$ cat config.mk
export PLATFORM = sky130hd
export DESIGN_NAME = motor_dense_seq_3x3_flat
export DESIGN_NICKNAME = d
export VERILOG_FILES = /design/src/rtl/motor_nn_pkg.sv /design/src/rtl/motor_dense_seq_3x3_if.sv /design/src/rtl/motor_dense_mac.sv /design/src/rtl/motor_dense_seq_3x3.sv /design/src/flat_wrapper.sv
export SDC_FILE = /design/constraint.sdc
export NUM_CORES = 1
export LEC_CHECK = 0
export ABC_AREA = 1
export BUFFER_PORTS_ARGS = -buffer_cell sky130_fd_sc_hd__buf_2
export CAP_MARGIN = 10
export CORE_ASPECT_RATIO = 1.1
export CORE_UTILIZATION = 35
export DETAILED_ROUTE_END_ITERATION = 16
export GPL_TIMING_DRIVEN = 0
export PLACE_DENSITY = 0.56
export SYNTH_ARGS = -nofsm -noshare
export SYNTH_HDL_FRONTEND = slang
export SYNTH_HIERARCHICAL = 1
export SYNTH_SLANG_ARGS = --single-unit
export TNS_END_PERCENT = 10
$ cat constraint.sdc
create_clock -name ap_clk -period 9.85 [get_ports ap_clk]
set_input_delay 2.4625 -clock ap_clk [delete_from_list [all_inputs] [get_ports ap_clk]]
set_output_delay 2.4625 -clock ap_clk [all_outputs]
set_load 0.03 [all_outputs]
$ cat src/rtl/motor_nn_pkg.sv
// motor_nn_pkg: shared fixed-point widths, FSM states and width helpers for the motor NN layers
package motor_nn_pkg;
    localparam int W = 16;
    localparam int F = 9;
    localparam int PROD_W = 2 * W;
    typedef logic signed [W-1:0] fixed16_t;
    typedef enum logic [1:0] {IDLE, MAC, DONE} state_t;
    function automatic int acc_w(input int n_in);
        return PROD_W + $clog2(n_in) + 1;
    endfunction
    function automatic int cnt_w(input int n);
        return n > 1 ? $clog2(n) : 1;
    endfunction
endpackage

$ cat src/rtl/motor_dense_seq_3x3_if.sv
// motor_dense_seq_3x3_if: ap_ctrl_hs block handshake plus flattened activation/result buses
interface motor_dense_seq_3x3_if #(
    parameter int N_IN = 3,
    parameter int N_OUT = 3,
    parameter int W = motor_nn_pkg::W
);
    logic ap_start;
    logic ap_ready;
    logic ap_idle;
    logic ap_done;
    logic [W*N_IN-1:0] p_read_k;
    logic [W*N_OUT-1:0] ap_return;
    modport master (output ap_start, p_read_k, input ap_ready, ap_idle, ap_done, ap_return);
    modport slave (input ap_start, p_read_k, output ap_ready, ap_idle, ap_done, ap_return);
endinterface

$ cat src/rtl/motor_dense_mac.sv
// motor_dense_mac: registered signed multiply-accumulate with bias-load/accumulate select
module motor_dense_mac #(
    parameter int W = motor_nn_pkg::W,
    parameter int F = motor_nn_pkg::F,
    parameter int AW = motor_nn_pkg::acc_w(3)
) (
    input logic clk,
    input logic rst,
    input logic en,
    input logic load,
    input logic signed [W-1:0] a,
    input logic signed [W-1:0] b,
    input logic signed [AW-1:0] bias,
    output logic signed [W-1:0] y_next
);
    logic signed [2*W-1:0] prod;
    logic signed [AW-1:0] acc;
    logic signed [AW-1:0] acc_next;
    assign prod = a * b;
    assign acc_next = (load ? bias : acc) + AW'(prod);
    // Truncate toward -inf and wrap: just take the W bits above the fraction
    assign y_next = acc_next[F +: W];
    always_ff @(posedge clk or posedge rst)
        if (rst) acc <= '0;
        else if (en) acc <= acc_next;
endmodule

$ cat src/rtl/motor_dense_seq_3x3.sv
// motor_dense_seq_3x3: time-multiplexed dense layer, one shared MAC sequenced by a small FSM
module motor_dense_seq_3x3 #(
    parameter int N_IN = 3,
    parameter int N_OUT = 3,
    parameter int W = motor_nn_pkg::W,
    parameter int F = motor_nn_pkg::F,
    parameter logic [N_OUT*N_IN*W-1:0] WEIGHTS = '0,
    parameter logic [N_OUT*W-1:0] BIASES = '0
) (
    input logic ap_clk,
    input logic ap_rst,
    motor_dense_seq_3x3_if.slave bus
);
    import motor_nn_pkg::*;
    localparam int AW = acc_w(N_IN);
    localparam int IW = cnt_w(N_IN);
    localparam int JW = cnt_w(N_OUT);
    state_t state;
    logic [IW-1:0] i;
    logic [JW-1:0] j;
    logic [W*N_IN-1:0] x;
    logic [W*N_OUT-1:0] ret;
    logic done;
    logic idle;
    logic accept;
    logic last_i;
    logic last_j;
    logic signed [W-1:0] w_cur;
    logic signed [W-1:0] x_cur;
    logic signed [W-1:0] b_cur;
    logic signed [W-1:0] y_next;
    assign w_cur = WEIGHTS[(int'(j) * N_IN + int'(i)) * W +: W];
    assign x_cur = x[int'(i) * W +: W];
    assign b_cur = BIASES[int'(j) * W +: W];
    assign last_i = i == IW'(N_IN - 1);
    assign last_j = j == JW'(N_OUT - 1);
    assign accept = state == IDLE && bus.ap_start;
    assign bus.ap_ready = accept;
    assign bus.ap_idle = idle;
    assign bus.ap_done = done;
    assign bus.ap_return = ret;
    motor_dense_mac #(.W(W), .F(F), .AW(AW)) mac (
        .clk(ap_clk),
        .rst(ap_rst),
        .en(state == MAC),
        .load(i == '0),
        .a(w_cur),
        .b(x_cur),
        .bias(AW'(b_cur) <<< F),
        .y_next(y_next)
    );
    // j outer, i inner; output j is written on its last product cycle
    always_ff @(posedge ap_clk or posedge ap_rst)
        if (ap_rst) begin
            state <= IDLE;
            i <= '0;
            j <= '0;
            x <= '0;
            ret <= '0;
            done <= 1'b0;
            idle <= 1'b1;
        end else begin
            done <= state == MAC && last_i && last_j;
            idle <= state == DONE || (state == IDLE && !bus.ap_start);
            if (accept) begin
                state <= MAC;
                x <= bus.p_read_k;
            end else if (state == MAC) begin
                if (last_i) ret[int'(j) * W +: W] <= y_next;
                i <= last_i ? '0 : i + 1'b1;
                j <= !last_i ? j : last_j ? '0 : j + 1'b1;
                if (last_i && last_j) state <= DONE;
            end else if (state == DONE) state <= IDLE;
        end
endmodule

$ cat src/flat_wrapper.sv
// flat-port wrapper written by rule: the top's interface ports become plain ports
module motor_dense_seq_3x3_flat import motor_nn_pkg::*;
#(
    parameter int N_IN = 3,
    parameter int N_OUT = 3,
    parameter int W = motor_nn_pkg::W,
    parameter int F = motor_nn_pkg::F,
    parameter logic [N_OUT*N_IN*W-1:0] WEIGHTS = '0,
    parameter logic [N_OUT*W-1:0] BIASES = '0
)
  (ap_clk, ap_rst, bus_ap_start, bus_p_read_k, bus_ap_ready, bus_ap_idle, bus_ap_done, bus_ap_return);
  motor_dense_seq_3x3_if #(.N_IN(N_IN), .N_OUT(N_OUT), .W(W)) bus_i ();
  input logic ap_clk;
  input logic ap_rst;
  input wire logic [$bits(bus_i.ap_start)-1:0] bus_ap_start;
  input wire logic [$bits(bus_i.p_read_k)-1:0] bus_p_read_k;
  output wire logic [$bits(bus_i.ap_ready)-1:0] bus_ap_ready;
  output wire logic [$bits(bus_i.ap_idle)-1:0] bus_ap_idle;
  output wire logic [$bits(bus_i.ap_done)-1:0] bus_ap_done;
  output wire logic [$bits(bus_i.ap_return)-1:0] bus_ap_return;
  assign bus_i.ap_start = bus_ap_start;
  assign bus_i.p_read_k = bus_p_read_k;
  assign bus_ap_ready = bus_i.ap_ready;
  assign bus_ap_idle = bus_i.ap_idle;
  assign bus_ap_done = bus_i.ap_done;
  assign bus_ap_return = bus_i.ap_return;
  motor_dense_seq_3x3 #(.N_IN(N_IN), .N_OUT(N_OUT), .W(W), .F(F), .WEIGHTS(WEIGHTS), .BIASES(BIASES)) u_core (.ap_clk(ap_clk), .ap_rst(ap_rst), .bus(bus_i));
endmodule
# Yosys cells after proc, flatten, opt, wreduce, memory -nomap -nowiden
# Index checks and enable logic that the tools add are counted.
[totals] mem_bits_rw=0 latchBits=0 ff_bits=139 romBits=0 word_cells=47 memories=0 output_inout_bits=51
[classes] order_cmp=0 multipliers=2 addsub=5 muxes=8 eq_ne=5 shifts=5 bitwise=1 reduce_logical=13 n_div=0
[ops] cell="144-bit by 32-bit variable part select with 16-bit output (first input constant)" n=1
[ops] cell="48-bit bitwise mux" n=1
[ops] cell="16-bit by 33-bit variable shift with 48-bit output (first input constant)" n=1
[ops] cell="16-bit by 33-bit variable part select with 48-bit output" n=1
[ops] cell="48-bit by 7-bit variable part select with 16-bit output" n=1
[ops] cell="48-bit by 7-bit variable part select with 16-bit output (first input constant)" n=1
[ops] cell="35-bit by 32-bit adder with 35-bit output" n=1
[ops] cell="35-bit two-way mux" n=1
[ops] cell="6-bit negator with 33-bit output" n=1
[ops] cell="16-bit by 16-bit multiplier with 32-bit output" n=1
[ops] cell="28-bit by 3-bit adder with 28-bit output" n=1
[ops] cell="2-bit two-way mux" n=6
[ops] cell="2-bit == test (second input constant)" n=3
[ops] cell="1-bit logical AND" n=5
[ops] cell="2-bit by 1-bit adder with 2-bit output (second input constant)" n=2
[ops] cell="2-bit zero test" n=2
[ops] cell="2-bit by 2-bit multiplier with 4-bit output (second input constant)" n=1
[ops] cell="2-bit AND reduction" n=2
[ops] cell="3-bit by 2-bit inequality test with 1-bit output (second input constant)" n=1
[ops] cell="3-bit AND reduction" n=1
[ops] cell="3-bit nonzero test" n=1
[ops] cell="2-bit by 1-bit == test with 1-bit output (second input constant)" n=1
[ops] cell="1-bit zero test" n=1
[ops] cell="1-bit logical OR" n=1
[ops] cell="1-bit inverter" n=1

# Logic depth before layout (Yosys ltp)
# Gate-level depths: netlist of the first run.
[depth] ltp_word=7 ltp_mapped=40 ltp_nobuf=37

# Hierarchy
# Netlist of the first run, hierarchy kept.
[modules_own_cells] mod="motor_dense_mac" seq_area_each_um2=625.6 cells_each=1430 area_each_um2=10679.0 n_inst=1
[modules_own_cells] mod="motor_dense_seq_3x3" seq_area_each_um2=2603.7 cells_each=612 area_each_um2=4825.9 n_inst=1

# Worst setup path after synthesis of the first run
# OpenSTA, ideal clock, no wires.
[synth_timing] path_kind="register to register" start="register u_core.i[0]" end="register u_core.ret[14] (netlist: u_core/bus.ap_return[14])" path_buffers=2 t_arrival_ns=6.186 t_required_ns=9.733 setup_time_ns=0.117 synth_period_minus_slack_ns=6.302 slack_ns=3.548 path_stages_with_launch=29 path_cell_list="dfrtp_1 nor2_2 buf_2 nand2_1 nand3_1 clkinv_1 or2_2 fa_1 fa_1 fa_1 fa_1 fa_1 fa_1 inv_1 ha_1 nand2_1 inv_1 nand3_1 nor2_1 nor2_1 nand2_1 a31oi_1 nand2_1 and2_1 buf_4 inv_1 nor2_1 nand2_1 nand2_1"
[synth_via] word_cells_on_any_way=11 cone_classes="2 x add/sub; 1 x mul; 1 x eq/ne; 3 x shift; 2 x mux; 2 x reduce/logical"
[synth_lines] item="start, declared" line_no="motor_dense_seq_3x3.sv:19" source="logic [IW-1:0] i;"
[synth_lines] item="start signal, assigned" line_no="motor_dense_seq_3x3.sv:70" source="i <= last_i ? '0 : i + 1'b1;"
[synth_lines] item="48-bit by 7-bit variable part select with 16-bit output" line_no="motor_dense_seq_3x3.sv:33" source="assign x_cur = x[int'(i) * W +: W];"
[synth_lines] item="net u_core.x_cur[15]" line_no="motor_dense_seq_3x3.sv:29" source="logic signed [W-1:0] x_cur;"
[synth_lines] item="16-bit by 16-bit multiplier with 32-bit output" line_no="motor_dense_mac.sv:19" source="assign prod = a * b;"
[synth_lines] item="35-bit by 32-bit adder with 35-bit output" line_no="motor_dense_mac.sv:20" source="assign acc_next = (load ? bias : acc) + AW'(prod);"
[synth_lines] item="net u_core.mac.acc_next[23]" line_no="motor_dense_mac.sv:18" source="logic signed [AW-1:0] acc_next;"
[synth_lines] item="16-bit by 33-bit variable part select with 48-bit output" line_no="motor_dense_seq_3x3.sv:69" source="if (last_i) ret[int'(j) * W +: W] <= y_next;"
[synth_lines] item="48-bit bitwise mux" line_no="motor_dense_seq_3x3.sv:69"
[synth_lines] item="end signal, assigned by index" line_no="motor_dense_seq_3x3.sv:69"
[synth_lines] item="end, declared" line_no="motor_dense_seq_3x3.sv:22" source="logic [W*N_OUT-1:0] ret;"
# The timed path passes the listed nets, and every way through them passes these cells.
# A chain may end at the register's enable or synchronous reset.

# Final worst setup path of the first run
[layout_timing] start="register u_core.i[1]" end="register u_core.ret[28] (netlist: u_core/bus.ap_return[28])"
# Same word-level chain as after synthesis.

==> run summary, run 1 <==
period utilization - 75.43%
Critical Path RT - 10.23 ns
Final nets - 2,605
first-pass detailed-route iteration total - 5
H-tree depth - 4
Worst Hold Depth - 2
Initial Utilization - 35.61%
core area - 43,540 sq um
largest area contributor in the netlist - fa_1
share of cells above drive strength 1 - 10.06%
WHS - 0.4753 ns
remaining global-route overflow - 0
max-slew violations - 0
Tmin final - 7.430 ns
number of global-route vias before repair - 13,347
TritonCTS buffer count - 17
# IOs - 102
syn avg cell area - 7.593 sq um
die height - 222.7 um
Netlist cell types - 42
Final Hold Fails - 0
arrival time worst endpoint - 7.81 ns
Filler cells - 4,554
post-layout util - 40.53%
die area - 45,150 sq um
Die Wd - 202.7 um
cell area after synthesis - 15,500 sq um
worst reg2reg path endpoint - u_core/bus.ap_return[28]
Slew @ Worst Pin - 1.060 ns
setup violators final - 0
CP endpoint kind - register
largest net degree at the start of global routing - 68
Synth top area share - 28.53%
hpwl dp - 33,870 um
Final Skew - 0.01295 ns
setup bufs post-CTS - 0
hold_sp - u_core/bus.ap_return[3]
clk_lat worst skew - 0.44 ns
average wire per cell in the routed design - 14.22 um
Slew HR - 29.23%
number of I/O port buffers - 101
RSZ-0062 raised after global routing - false
post-cts gate resize count - 0
Ys Warns - 6
flop-to-flop setup slack - 2.42 ns
Cells after Synth - 2,042
Layout area overhead - 13.82%
setup TNS - 0 ns
worst reg2reg path depth - 25
Routed WL - 40,270 um
ant diodes - 0
post-synthesis sequential area ratio - 20.83%
FMAX - 0.1346 GHz
leading post-synthesis cells by cell area - fa_1, dfrtp_1, nand2_1
R2R Path Start - u_core/i[1]
Site Rows - 80
CTS root buf - clkbuf_16
GRT Util Overall - 19.36%
Crit Path Class - register to register
Setup crit start kind - register
initial antenna violation count - 0
Max FO, Critical Path - 10
Longest Clk Path Bufs - 2
CTS tree - done
synthesis-stage register bit count - 129
status - finished, final reports clean
Residual DRC - 0
Vias per Instance - 4.438
placed insts - 2,799
CTS Sinks - 129
final cell count without fillers - 2,831
GPL Wtd Cong - 0.9032
Clk pin slew, worst setup/hold paths - 0.07 ns
remaining antenna violation count - 0
worst min path class - register to register
hold_buf cts - 0
number of max-cap violations - 0
Hold Path Sink - u_core/bus.ap_return[3]
Via Count - 12,563
drt initial violations - 608
first-pass GRT wire length - 68,410 um
==> registers in the layout, indices dropped and copies added, names as in the netlist <==
name,cells
u_core/bus.ap_return,48
u_core/x,48
u_core/mac/acc,25
u_core/i,2
u_core/j,2
u_core/state,2
u_core/bus.ap_done,1
u_core/bus.ap_idle,1
==> routing by layer <==
metal  up-vias  share of wire (%)  track usage, %  wire [um]
li1       6158                  -               -          -
met1      6151                 44           24.97      17740
met2       211                 51           34.30      20620
met3        43                2.9           2.185       1158
met4         0                1.9           4.899        749
met5         -                  0               0          0
==> worst max-delay path by stage <==
| stage | to | cells past startpoint | slack (ns) | start |
|---|---|---|---|---|
| floorplan | u_core/bus.ap_return[14] | 28 | 3.55 | u_core/i[0] |
| global placement | u_core/bus.ap_return[28] | 24 | 2.41 | u_core/i[0] |
| detailed placement | u_core/bus.ap_return[31] | 26 | 2.38 | u_core/i[0] |
| CTS | u_core/bus.ap_return[31] | 26 | 2.37 | u_core/i[0] |
| global route | u_core/bus.ap_return[31] | 26 | 1.97 | u_core/i[0] |
| finish | u_core/bus.ap_return[28] | 25 | 2.42 | u_core/i[1] |
==> cell usage after synthesis (all sizes together) <==
library cell and count:
clkbuf 53, a21boi 2, o21ai 59, ha 89
mux2 4, xor2 11, o21bai 2, and2 3
o22ai 1, nand4 2, nor2 89, fa 221
a21oi 23, nand2 746, xnor2 6, nand3 49
or2 5, nor3 3, dfrtp 128, conb 1
nor4 2, inv 490, buf 44, dfstp 1
clkinv 2, a31oi 4, nand3b 2
==> metrics by stage <==
stage	instance area [sq um]	setup WS (ns)
2_1_floorplan	15810	3.548
3_3_place_gp	17030	2.407
3_5_place_dp	17060	2.382
4_1_cts	17650	2.367
5_1_grt	17650	1.969
6_report	17650	2.420
==> worst max-delay path, cell delays in order, from the launching register on <==
cell,delay [ns]
dfrtp_1,0.43
inv_2,0.09
nor2_8,0.20
clkbuf_1,0.44
nand2_1,0.11
nand3_1,0.17
clkinv_1,0.38
or2_2,0.43
fa_1,0.51
fa_1,0.55
fa_1,0.52
fa_1,0.54
fa_1,0.54
fa_1,0.54
inv_1,0.04
ha_1,0.36
a21oi_1,0.22
o21ai_0,0.12
a31oi_1,0.25
nand3_1,0.19
xor2_1,0.25
buf_4,0.16
nand2_1,0.08
nor2_1,0.11
nand2_1,0.07
nand2_1,0.06
==> cell families after synthesis <==
| kind of cell | after synthesis | synth area share [%] |
|---|---|---|
| buf+inv | 589 | 15.36 |
| mux | 4 | 0.2905 |
| other cells | 1 | 0.02419 |
| fa+ha+maj | 310 | 35.72 |
| compound gates | 91 | 3.115 |
| simple gates | 901 | 23.65 |
| xor+xnor | 17 | 1.009 |
| flops | 129 | 20.83 |
==> layout by cell type (no fill, tap or decap), drive strengths merged, types with 3 or more instances in the layout <==
| cell | n |
|---|---|
| a21oi | 23 |
| a31oi | 4 |
| and2 | 3 |
| buf | 146 |
| clkbuf | 72 |
| clkinv | 5 |
| conb | 82 |
| dfrtp | 128 |
| fa | 221 |
| ha | 89 |
| inv | 499 |
| mux2 | 4 |
| nand2 | 746 |
| nand3 | 49 |
| nor2 | 89 |
| nor3 | 3 |
| o21ai | 59 |
| or2 | 5 |
| xnor2 | 6 |
| xor2 | 11 |
==> cell type report <==
| type | count | area, sq um | area share [%] |
|---|---|---|---|
| clock buffer | 19 | 442.9 | 2.510 |
| inverter | 492 | 1849 | 10.48 |
| multi-input combinational | 1405 | 10200 | 57.79 |
| sequential | 129 | 3229 | 18.30 |
| timing repair buffer | 102 | 533.0 | 3.020 |
| tap | 574 | 718.2 | 4.070 |
| clock inverter | 13 | 141.4 | 0.8012 |
| buffer | 97 | 535.5 | 3.035 |
Power of run 1 is left out: the tool's default activity adds up to more than one toggle a clock period on the data nets, which glitch-free logic cannot reach.
==> inputs of run 2 (changes only) <==
==> constraint.sdc (replaced) <==
create_clock -name ap_clk -period 7.1 [get_ports ap_clk]
set_input_delay 1.775 -clock ap_clk [delete_from_list [all_inputs] [get_ports ap_clk]]
set_output_delay 1.775 -clock ap_clk [all_outputs]
set_load 0.03 [all_outputs]
==> run 2 against run 1 <==
Cell count rose by 0.18%. Critical path depth stayed put. Non-clock buffer count grew 5. First-iteration DRC count decreased by 6.3%. Routed wire length is essentially flat. Fmax up 9.7%. Via count is essentially flat. Sequential cell count stayed put. Critical path type unchanged. Critical endpoint unchanged. Largest cell class unchanged.
==> run summary, run 2 (same netlist as run 1, synthesis figures left out) <==
first-pass detailed-route iteration total - 7 (+2)
TritonCTS buffer count - 17 (unchanged)
worst reg2reg path endpoint - u_core/bus.ap_return[28]
GRT Util Overall - 19.35% (about the same)
CP max stage delay - 0.55 ns (about the same)
# IOs - 102 (unchanged)
Routed WL - 40,240 um (about the same)
core area - 43,540 sq um (unchanged)
final cell count without fillers - 2,836 (+0.18%)
Final Skew - 0.01356 ns (+0.0006127 ns)
Final Hold Fails - 0 (unchanged)
setup violators final - 0 (unchanged)
RSZ-0062 raised after global routing - false
ant diodes - 0 (unchanged)
remaining global-route overflow - 0 (unchanged)
die height - 222.7 um (unchanged)
Vias per Instance - 4.427 (-0.23%)
Final nets - 2,610 (+0.19%)
Tmin final - 6.776 ns (-0.6545 ns)
drt initial violations - 570 (-6.3%)
stages on the worst setup path - 25 (unchanged)
Bufs and invs on worst path - 5 (unchanged)
CP max stage cell - fa_1
status - finished, final reports clean
placed insts - 2,799 (unchanged)
Final WS setup - 0.3245 ns (-2.096 ns)
worst reg2reg path depth - 25 (unchanged)
share of cells above drive strength 1 - 10.48% (+0.42 points)
FMAX - 0.1476 GHz (+9.7%)
commonest non-fill, non-tap cell in the layout - nand2_1
Die Wd - 202.7 um (unchanged)
first-pass GRT wire length - 68,390 um (about the same)
Slew @ Worst Pin - 1.059 ns (-0.001501 ns)
Clk pin slew, worst setup/hold paths - 0.07 ns (about the same)
Place WS - -0.3678 ns (-2.750 ns)
Crit path top cell by count - fa_1
Initial Utilization - 35.61% (unchanged)
max-slew violations - 0 (unchanged)
period utilization - 95.43% (+20 points)
Layout area overhead - 14.26%
Via Count - 12,556 (-0.056%)
Residual DRC - 0 (unchanged)
Site Rows - 80 (unchanged)
Crit Path Class - register to register
clk_lat worst skew - 0.44 ns (about the same)
CTS tree - done
commonest cells after routing, fill and taps aside - nand2_1, inv_1, fa_1, dfrtp_1, buf_2
critical path's top delay family - adder cells
post-layout util - 40.69% (+0.16 points)
remaining antenna violation count - 0 (unchanged)
Setup crit start kind - register
CTS Sinks - 129 (unchanged)
number of global-route vias before repair - 13,347 (unchanged)
Slew HR - 29.33% (+0.10 points)
Longest Clk Path Bufs - 2 (unchanged)
Critical path origin - u_core/i[0]
worst min path class - register to register
Critical Path Sink - u_core/bus.ap_return[28]
largest net degree at the start of global routing - 68 (unchanged)
number of I/O port buffers - 101 (unchanged)
Critical Path RT - 7.48 ns (-2.75 ns)
die area - 45,150 sq um (unchanged)
initial antenna violation count - 0 (unchanged)
arrival time worst endpoint - 7.16 ns (-0.65 ns)
H-tree depth - 4 (unchanged)
number of max-cap violations - 0 (unchanged)
hold_sp - u_core/bus.ap_return[3]
flop-to-flop setup slack - 0.32 ns (-2.10 ns)
Max FO, Critical Path - 10 (unchanged)
GPL Wtd Cong - 0.9032 (unchanged)
CTS root buf - clkbuf_16
R2R Path Start - u_core/i[0]
CP endpoint kind - register
hpwl dp - 33,870 um (unchanged)
average wire per cell in the routed design - 14.19 um (-0.24%)
-- run 2: what timing repair did --
item	in CTS	in global routing
setup buffers	0	6
hold buffers	0	0
pin swaps	0	2
gates resized for setup	4	5
hold endpoints to repair	0	0
endpoints found under the setup margin	13	13
-- run 2: cell type report --
cell class | instances | area [sq um]
inverters | 492 | 1852
clock buffers | 19 | 442.9
repair buffers | 108 | 578.1
clock inverters | 13 | 141.4
multi-input cells | 1405 | 10210
well taps | 574 | 718.2
fillers | 4546 | 25830
flip-flops and latches | 129 | 3231
plain buffers | 96 | 538.0
-- run 2: metal layers --
layer  vias up  part of all wire (%)  GRT usage, %
met1      6145                    44         24.95
li1       6172                     -             -
met3        37                   3.1         2.185
met4         0                   1.8         4.899
met2       202                    51         34.28
met5         -                     0             0
-- run 2: through the flow --
stage	instance area [sq um]	hold WS, ns	setup TNS [ns]
floorplan	15810	0.4452	0
global placement	17030	0.4615	-2.716
detailed placement	17060	0.4610	-2.882
CTS	17660	0.4806	0
global route	17720	0.4973	0
finish	17720	0.4752	0
-- run 2: how the worst min path moves through the flow --
| stage | to | slack [ns] | cells after the start |
|---|---|---|---|
| finish | u_core/bus.ap_return[3] | 0.48 | 2 |
| global route | u_core/bus.ap_return[3] | 0.50 | 2 |
| CTS | u_core/x[0] | 0.48 | 2 |
| detailed placement | u_core/bus.ap_return[36] | 0.46 | 2 |
| global placement | u_core/x[22] | 0.46 | 2 |
| floorplan | u_core/mac/acc[23] | 0.45 | 2 |
-- run 2: tightest hold or removal path, stage by stage (launching register included) --
cell and delay, ns:
dfrtp_1 0.34, nand2_1 0.05, nand2_1 0.05
Power of run 2 is left out for the same reason.
==> inputs of run 3 (changes only) <==
--- a/config.mk
+++ b/config.mk
@@ -9,10 +9,10 @@
 export BUFFER_PORTS_ARGS = -buffer_cell sky130_fd_sc_hd__buf_2
 export CAP_MARGIN = 10
 export CORE_ASPECT_RATIO = 1.1
-export CORE_UTILIZATION = 35
+export CORE_UTILIZATION = 50
 export DETAILED_ROUTE_END_ITERATION = 16
 export GPL_TIMING_DRIVEN = 0
-export PLACE_DENSITY = 0.56
+export PLACE_DENSITY = 0.73
 export SYNTH_ARGS = -nofsm -noshare
 export SYNTH_HDL_FRONTEND = slang
 export SYNTH_HIERARCHICAL = 1
==> run 3 against run 2 <==
Critical path depth rose by 2. Cell area down 1.3%. Worst setup slack lost 0.065 ns. First-iteration DRC count grew 19%. Clock skew shrank 0.0043 ns. Worst hold slack improved by 0.0035 ns. Sequential share of layout area up 0.23 points. Non-clock buffer count is 4 lower. Largest cell class unchanged.
==> run summary, run 3 (same netlist as run 1, synthesis figures left out) <==
Final WS setup - 0.2597 ns (-0.06476 ns)
Via Count - 12,797 (+1.9%)
Crit Path Class - register to register
R2R Path Start - u_core/i[0]
Tmin final - 6.840 ns (+0.06476 ns)
number of global-route vias before repair - 13,710 (+2.7%)
core area - 30,510 sq um (-30%)
GPL Wtd Cong - 0.8900 (-1.5%)
WHS - 0.4787 ns (+0.003481 ns)
hold_buf cts - 0 (unchanged)
Slew @ Worst Pin - 1.059 ns (+0.0003918 ns)
hold_sp - u_core/bus.ap_return[32]
arrival time worst endpoint - 7.15 ns (about the same)
number of max-cap violations - 0 (unchanged)
TritonCTS buffer count - 17 (unchanged)
ant diodes - 0 (unchanged)
remaining global-route overflow - 0 (unchanged)
Longest Clk Path Bufs - 2 (unchanged)
commonest cells after routing, fill and taps aside - nand2_1, inv_1, fa_1, dfrtp_1, buf_2
Crit path top cell by count - fa_1
Critical Path RT - 7.41 ns (-0.07 ns)
average wire per cell in the routed design - 14.43 um (+1.7%)
Layout area overhead - 12.81%
largest net degree at the start of global routing - 66 (-2.9%)
CP max stage delay - 0.56 ns (about the same)
Final Hold Fails - 0 (unchanged)
Setup crit start kind - register
clk_lat worst skew - 0.43 ns (about the same)
Routed WL - 38,540 um (-4.2%)
setup TNS - 0 ns (unchanged)
Vias per Instance - 4.789 (+8.2%)
CTS root buf - clkbuf_16
FMAX - 0.1462 GHz (-0.95%)
initial antenna violation count - 0 (unchanged)
H-tree depth - 4 (unchanged)
die height - 186.7 um (-16%)
CTS tree - done
Initial Utilization - 50.81% (+15 points)
Residual DRC - 0 (unchanged)
Die Wd - 169.9 um (-16%)
Clk pin slew, worst setup/hold paths - 0.07 ns (about the same)
number of I/O port buffers - 101 (unchanged)
Slew HR - 29.30% (about the same)
share of cells above drive strength 1 - 10.41% (-0.070 points)
Final Skew - 0.009244 ns (-0.004321 ns)
Place WS - -0.2947 ns (+0.07317 ns)
Final nets - 2,606 (-0.15%)
CP endpoint kind - register
GRT Util Overall - 26.55% (+7.2 points)
critical path's top delay family - adder cells
worst min path class - register to register
sequential cell area - 3231 sq um (unchanged)
remaining antenna violation count - 0 (unchanged)
Site Rows - 67 (-16%)
drt initial violations - 680 (+19%)
max-slew violations - 0 (unchanged)
status - finished, final reports clean
Max FO, Critical Path - 10 (unchanged)
flop-to-flop setup slack - 0.26 ns (-0.06 ns)
area occupied by multi-input gates - 10,220 sq um (about the same)
first-pass GRT wire length - 66,030 um (-3.5%)
CP max stage cell - fa_1
# IOs - 102 (unchanged)
die area - 31,720 sq um (-30%)
CTS Sinks - 129 (unchanged)
hpwl dp - 31,950 um (-5.7%)
setup violators final - 0 (unchanged)
commonest non-fill, non-tap cell in the layout - nand2_1
Bufs and invs on worst path - 5 (unchanged)
first-pass detailed-route iteration total - 5 (-2)
Filler cells - 2,859 (-37%)
final cell count without fillers - 2,672 (-5.8%)
Critical path origin - u_core/i[0]
placed insts - 2,639 (-5.7%)
period utilization - 96.34% (+0.91 points)
-- run 3: worst paths after layout --
check / end / cells past startpoint
worst max-delay path: u_core/bus.ap_return[31] / 27
worst min-delay path: u_core/bus.ap_return[32] / 2
worst max register to register: u_core/bus.ap_return[31] / 27
worst min register to register: u_core/bus.ap_return[32] / 2
max in group asynchronous: u_core/mac/acc[1] / 2
min in group asynchronous: u_core/bus.ap_return[4] / 2
-- run 3: repair_timing --
item / in CTS / in global routing
gates resized for setup: 3 / 6
pin swaps: 0 / 1
gates cloned: 0 / 0
setup endpoints to repair: 12 / 11
setup buffers: 0 / 2
-- run 3: worst reg2reg max path: stages, from the launching register on --
cell	delay (ns)
dfrtp_2	0.45
inv_2	0.08
nor2_4	0.21
buf_4	0.23
nand2_1	0.06
nand3_1	0.17
inv_4	0.11
or2_2	0.31
fa_1	0.51
fa_1	0.54
fa_1	0.52
fa_1	0.56
fa_1	0.47
fa_1	0.51
inv_1	0.04
ha_1	0.39
a21oi_1	0.25
o21ai_0	0.12
a21oi_1	0.15
o21ai_0	0.14
nor2_2	0.18
nand3_1	0.11
and2_1	0.17
buf_4	0.13
nand2_1	0.10
nor2_1	0.06
nand2_1	0.08
nand2_1	0.06
-- run 3: routing by layer --
metal	track usage [%]	wire, um	vias up
li1	-	-	6154
met3	3.712	1951	71
met2	46.14	19590	348
met5	0	0	-
met1	33.45	15820	6224
met4	9.702	1181	0
-- run 3: final cells by class --
cell class                      count  area share (%)
Multi-Input combinational cell   1405           58.45
Sequential cell                   129           18.47
Inverter                          492           10.59
Timing Repair Buffer              104           3.133
Buffer                             96           3.054
Tap cell                          414           2.961
Clock buffer                       17           2.432
Clock inverter                     15          0.9156
-- run 3: through the flow --
stage	util (%)	cell area (sq um)
CTS	57.20	17460
global placement	55.16	16830
floorplan	-	15810
finish	57.32	17490
detailed placement	55.26	16860
global route	57.32	17490
Power of run 3 is left out for the same reason.
